$ cat src/rtl/mul_seq_pkg.sv
// Shared op encodings, FSM state type and partial-product helpers for mul_seq.
package mul_seq_pkg;

  localparam logic [1:0] MUL_OP_MUL  = 2'b00;
  localparam logic [1:0] MUL_OP_MADD = 2'b01;
  localparam logic [1:0] MUL_OP_MSUB = 2'b10;

  typedef enum logic [1:0] {
    S_IDLE,
    S_CALC,
    S_FIX,
    S_DONE
  } state_t;

  function automatic logic [31:0] abs32(input logic [31:0] v, input logic is_signed);
    return (is_signed && v[31]) ? (32'd0 - v) : v;
  endfunction

  // Aligns partial product k by the split points: |A| = 24+8, |B| = 17+15.
  function automatic logic [63:0] part_shift(input logic [1:0] k, input logic [40:0] p);
    logic [63:0] w;
    w = {23'd0, p};
    case (k)
      2'd0:    return w;
      2'd1:    return w << 17;
      2'd2:    return w << 24;
      default: return w << 41;
    endcase
  endfunction

endpackage

$ cat src/rtl/dsp_mul.sv
// 24x17 unsigned multiplier with a registered product and clock-enable style hold.
module dsp_mul (
  input  logic        clk,
  input  logic        rstn,
  input  logic        a_wait,
  input  logic [23:0] a,
  input  logic [16:0] b,
  output logic [40:0] p
);

  always_ff @(posedge clk or negedge rstn) begin
    if (!rstn) begin
      p <= '0;
    end else if (!a_wait) begin
      p <= {17'd0, a} * {24'd0, b};
    end
  end

endmodule

$ cat src/rtl/mul_seq.sv
// Sequenced 32x32 MULT/MADD/MSUB unit: four 24x17 partial products through one dsp_mul.
module mul_seq
  import mul_seq_pkg::*;
(
  input  logic        clk,
  input  logic        reset,
  input  logic        start,
  input  logic [1:0]  op,
  input  logic        is_unsgn,
  input  logic [31:0] src_a,
  input  logic [31:0] src_b,
  input  logic [63:0] hilo_in,
  input  logic        stall,
  input  logic        cancel,
  output logic        busy,
  output logic        done,
  output logic [31:0] hi,
  output logic [31:0] lo
);

  state_t      state;
  logic [31:0] ma;
  logic [31:0] mb;
  logic        neg;
  logic [1:0]  op_r;
  logic [63:0] hilo_r;
  logic [63:0] acc;
  logic [1:0]  cnt;
  logic        pend;
  logic [1:0]  pk;

  logic [23:0] dsp_a;
  logic [16:0] dsp_b;
  logic [40:0] prod;
  logic [63:0] mag;
  logic [63:0] result;

  // cnt[1] picks the high slice of |A|, cnt[0] the high slice of |B|.
  always_comb begin
    dsp_a = cnt[1] ? {16'd0, ma[31:24]} : ma[23:0];
    dsp_b = cnt[0] ? {2'd0, mb[31:17]}  : mb[16:0];
  end

  dsp_mul u_dsp_mul (
    .clk    (clk),
    .rstn   (~reset),
    .a_wait (stall),
    .a      (dsp_a),
    .b      (dsp_b),
    .p      (prod)
  );

  always_comb begin
    mag = neg ? (64'd0 - acc) : acc;
    case (op_r)
      MUL_OP_MADD: result = hilo_r + mag;
      MUL_OP_MSUB: result = hilo_r - mag;
      default:     result = mag;
    endcase
  end

  always_ff @(posedge clk or posedge reset) begin
    if (reset) begin
      state  <= S_IDLE;
      busy   <= 1'b0;
      done   <= 1'b0;
      hi     <= '0;
      lo     <= '0;
      ma     <= '0;
      mb     <= '0;
      neg    <= 1'b0;
      op_r   <= '0;
      hilo_r <= '0;
      acc    <= '0;
      cnt    <= '0;
      pend   <= 1'b0;
      pk     <= '0;
    end else if (cancel) begin
      state <= S_IDLE;
      busy  <= 1'b0;
      done  <= 1'b0;
    end else if (!stall) begin
      case (state)
        S_IDLE, S_DONE: begin
          done <= 1'b0;
          if (start) begin
            ma     <= abs32(src_a, ~is_unsgn);
            mb     <= abs32(src_b, ~is_unsgn);
            neg    <= ~is_unsgn & (src_a[31] ^ src_b[31]);
            op_r   <= op;
            hilo_r <= hilo_in;
            acc    <= '0;
            cnt    <= '0;
            pend   <= 1'b0;
            pk     <= '0;
            busy   <= 1'b1;
            state  <= S_CALC;
          end else begin
            state <= S_IDLE;
          end
        end
        S_CALC: begin
          // pk tracks which partial product currently sits in the dsp_mul register.
          if (pend) acc <= acc + part_shift(pk, prod);
          if (pend && pk == 2'd3) begin
            state <= S_FIX;
          end else begin
            pend <= 1'b1;
            pk   <= cnt;
            cnt  <= cnt + 2'd1;
          end
        end
        S_FIX: begin
          {hi, lo} <= result;
          busy     <= 1'b0;
          done     <= 1'b1;
          state    <= S_DONE;
        end
        default: state <= S_IDLE;
      endcase
    end
  end

endmodule

$ cat config.mk
export PLATFORM = sky130hd
export DESIGN_NAME = mul_seq
export DESIGN_NICKNAME = d
export VERILOG_FILES = /design/src/rtl/mul_seq_pkg.sv /design/src/rtl/dsp_mul.sv /design/src/rtl/mul_seq.sv
export SDC_FILE = /design/constraint.sdc
export NUM_CORES = 2
export LEC_CHECK = 0
export ABC_CLOCK_PERIOD_IN_PS = 19400
export CAP_MARGIN = 40
export CORE_ASPECT_RATIO = 0.6
export CORE_MARGIN = 2
export CORE_UTILIZATION = 41
export CTS_CLUSTER_DIAMETER = 120
export DETAILED_ROUTE_END_ITERATION = 16
export PLACE_DENSITY = 0.55
export SLEW_MARGIN = 10
export SYNTH_ARGS = -nofsm -noshare
export SYNTH_HDL_FRONTEND = slang
export SYNTH_HIERARCHICAL = 1
export SYNTH_SLANG_ARGS = --single-unit
$ cat constraint.sdc
create_clock -name clk -period 19.4 [get_ports clk]
set_input_delay 1.94 -clock clk [delete_from_list [all_inputs] [get_ports clk]]
set_output_delay 1.94 -clock clk [all_outputs]
set_load 0.01 [all_outputs]
==> flow_summary.yaml <==
hold_path:
  worstHoldPathType: "reg -> reg"
setup_path:
  crit_fanout: 24
  worstPathRequired_ns: 19.84
  critPathKind: "reg -> reg"
  start_kind: "register"
  endpoint_kind: "register"
  cp.arrival_ns: 8.36
clock_tree:
  path_clk_slew_ns: 0.07
  hold_buffers: 0
  ctsResizeCount: 0
  clkLatencyLatePin_ns: 0.59
  htree_levels: 2
  root_buffer: "clkbuf_16"
  clockBufferDepth: 3
  numCtsBuffers: 36
  clock-sinks: 309
  cts_tree: "done"
  cts_setup_buffers: 0
synthesis:
  yosys_most_used_dff: "dfrtp_1"
  synth_edf_count: 0
  yosysMostFrequentCell: "nand2_1"
  synth_area_um2: 38300
  ys_warn_count: 6
  synth_top_area_share: 0.202
  ys_types: 105
  synthTopCellsByCount: "nand2_1 (838), inv_1 (483), fa_1 (331)"
  seq_area_frac_synth: 0.202
  ys_top_cells_by_area: "dfrtp_1 (20%), fa_1 (17%), nand2_1 (8.2%)"
  synth-seq-cells: 309
  synth_area_leader_cell: "dfrtp_1"
  synth_nets: 5397
  synthCells: 4682
  synthArstFlopShare: 1.00
  synth.avg_cell_area_um2: 8.17
route:
  drc: 0
  totalWireLength_um: 125000
  first_pass_iters: 8
  ant_nets: 0
  drt-wirelength-per-cell_um: 20.7
  vias: 33800
  drt_iter0_markers: 3304
  vias_per_cell: 5.63
grt:
  grt_antenna_before_repair: 4
  grt_use_total: 0.259
  grt_start_max_net_pins: 107
  grt_pass1_wl_um: 193000
  overflow: 0
  grt_pass1_vias: 31800
timing:
  hold_viol_final: 0
  rsz0062_at_grt: "false"
  worst_slew_pin_slew_ns: 1.03
  holdWs_ns: 0.465
  slew_viol_final: 0
  tns_ns: 0
  finalCritPeriodShare: 0.408
  period_needed_ns: 7.92
  fmax_mhz: 126
  relSlewSlack: 0.305
  setup-violations-final: 0
  fin_worst_skew_ns: 0.0417
final_layout:
  final_util: 0.464
  area.growth.synth_to_final_pct: 11.7
  drive_gt1_frac: 0.0536
  fillers: 9260
  fin_nets: 5461
job:
  max_cap_violations: 0
place:
  port-buffer-count: 201
  dp_hpwl_um: 99000
  gp_congestion: 0.971
floorplan:
  die_h_um: 241
  start_util: 0.415
  rows: 86
  ios: 202
  die_area_um2: 95800
  chipWidth_um: 398
  coreArea_um2: 92100
outcome:
  outcome: "completed"
worst paths after layout:
kind / from / end / slack, ns / cells after the start
worst min-delay path: hi[11] / hi[11] / 0.46 / 2
min in group asynchronous: reset / op_r[1] / 1.77 / 2
worst max register to register: cnt[0] / u_dsp_mul/p[34] / 11.48 / 22
worst max-delay path: cnt[0] / u_dsp_mul/p[34] / 11.48 / 22
worst min register to register: hi[11] / hi[11] / 0.46 / 2
max in group asynchronous: reset / hilo_r[56] / 15.82 / 7
per-layer routing:
| metal | part of all wire | global-route usage | vias up |
|---|---|---|---|
| li1 | - | - | 15900 |
| met1 | 0.52 | 0.438 | 16600 |
| met2 | 0.36 | 0.320 | 1251 |
| met3 | 0.10 | 0.0691 | 75 |
| met4 | 0.0084 | 0.0288 | 4 |
| met5 | 0.00023 | 0 | - |
critical path: stages, from the launching register on:
cell and delay (ns):
dfrtp_1 0.85, mux2_2 0.80, nand2_1 0.19, fa_1 0.59
inv_1 0.05, fa_1 0.47, inv_1 0.05, fa_1 0.50
inv_1 0.05, fa_1 0.47, fa_1 0.54, inv_1 0.05
fa_1 0.52, inv_1 0.04, ha_1 0.34, and2_4 0.21
a221o_1 0.38, a2111oi_4 0.50, a21oi_2 0.20, a21oi_2 0.23
o21ai_2 0.11, a2111oi_2 0.37, and3b_1 0.21
cells by family (layout without fill, tap and decap cells):
group	count (synthesis)	count (layout)	share of synthesized area
and+or+nand+nor	1616	1616	0.199
buffers and inverters	724	814	0.0728
AOI/OAI and AO/OA	1044	1044	0.173
muxes	81	81	0.0232
adders and majority gates	579	579	0.254
DFF	309	309	0.202
other	0	5	0
xor gates and xnor gates	329	329	0.0753
cell usage in the layout (no fill, tap or decap), drive strengths merged, types with 15 or more instances in the layout:
cell type      synthesis  layout
nand2                841     841
inv                  483     486
fa                   331     331
o21ai                322     322
dfrtp                309     309
a21oi                275     275
ha                   248     248
clkdlybuf4s50          0     200
and2                 196     196
nor2                 180     180
xnor2                171     171
xor2                 158     158
a21o                  96      96
nor3                  63      63
buf                   35      62
mux2                  60      60
nand3                 52      52
clkbuf               204      47
a31oi                 44      44
nor2b                 43      43
nand4                 41      41
nor4                  38      38
a22o                  36      36
o31ai                 35      35
nand2b                34      34
and3                  31      31
or3                   28      28
o21bai                26      26
o211ai                24      24
o41ai                 22      22
o21a                  21      21
mux2i                 21      21
or4                   19      19
a211oi                18      18
a41oi                 15      15
or2                   15      15
layout make-up:
class	count	area (um^2)	area share
Tap cell	1232	1540	0.0361
Clock inverter	18	254	0.00594
Inverter	485	1830	0.0428
Multi-Input combinational cell	3649	27800	0.650
Antenna cell	5	12.5	0.000293
Clock buffer	46	988	0.0231
Timing Repair Buffer	265	2590	0.0607
Sequential cell	309	7730	0.181
metrics by stage:
stage	instances	area, um^2	setup WS (ns)
after floorplan	4682	38300	8.92
after global placement	5924	41300	11.73
after detailed placement	5938	41500	11.57
after CTS	6002	42700	11.52
after global routing	6005	42700	11.06
final	6009	42700	11.48
sequential cells by signal, indices dropped and copies added, names as in the netlist:
signal,count
u_dsp_mul/p,41
busy,1
acc,64
ma,32
done,1
mb,32
neg,1
op_r,2
state,2
cnt,2
hi,32
pend,1
lo,32
hilo_r,64
pk,2
Power is left out: the tool's default activity adds up to more than one toggle a clock period on the data nets, which glitch-free logic cannot reach.
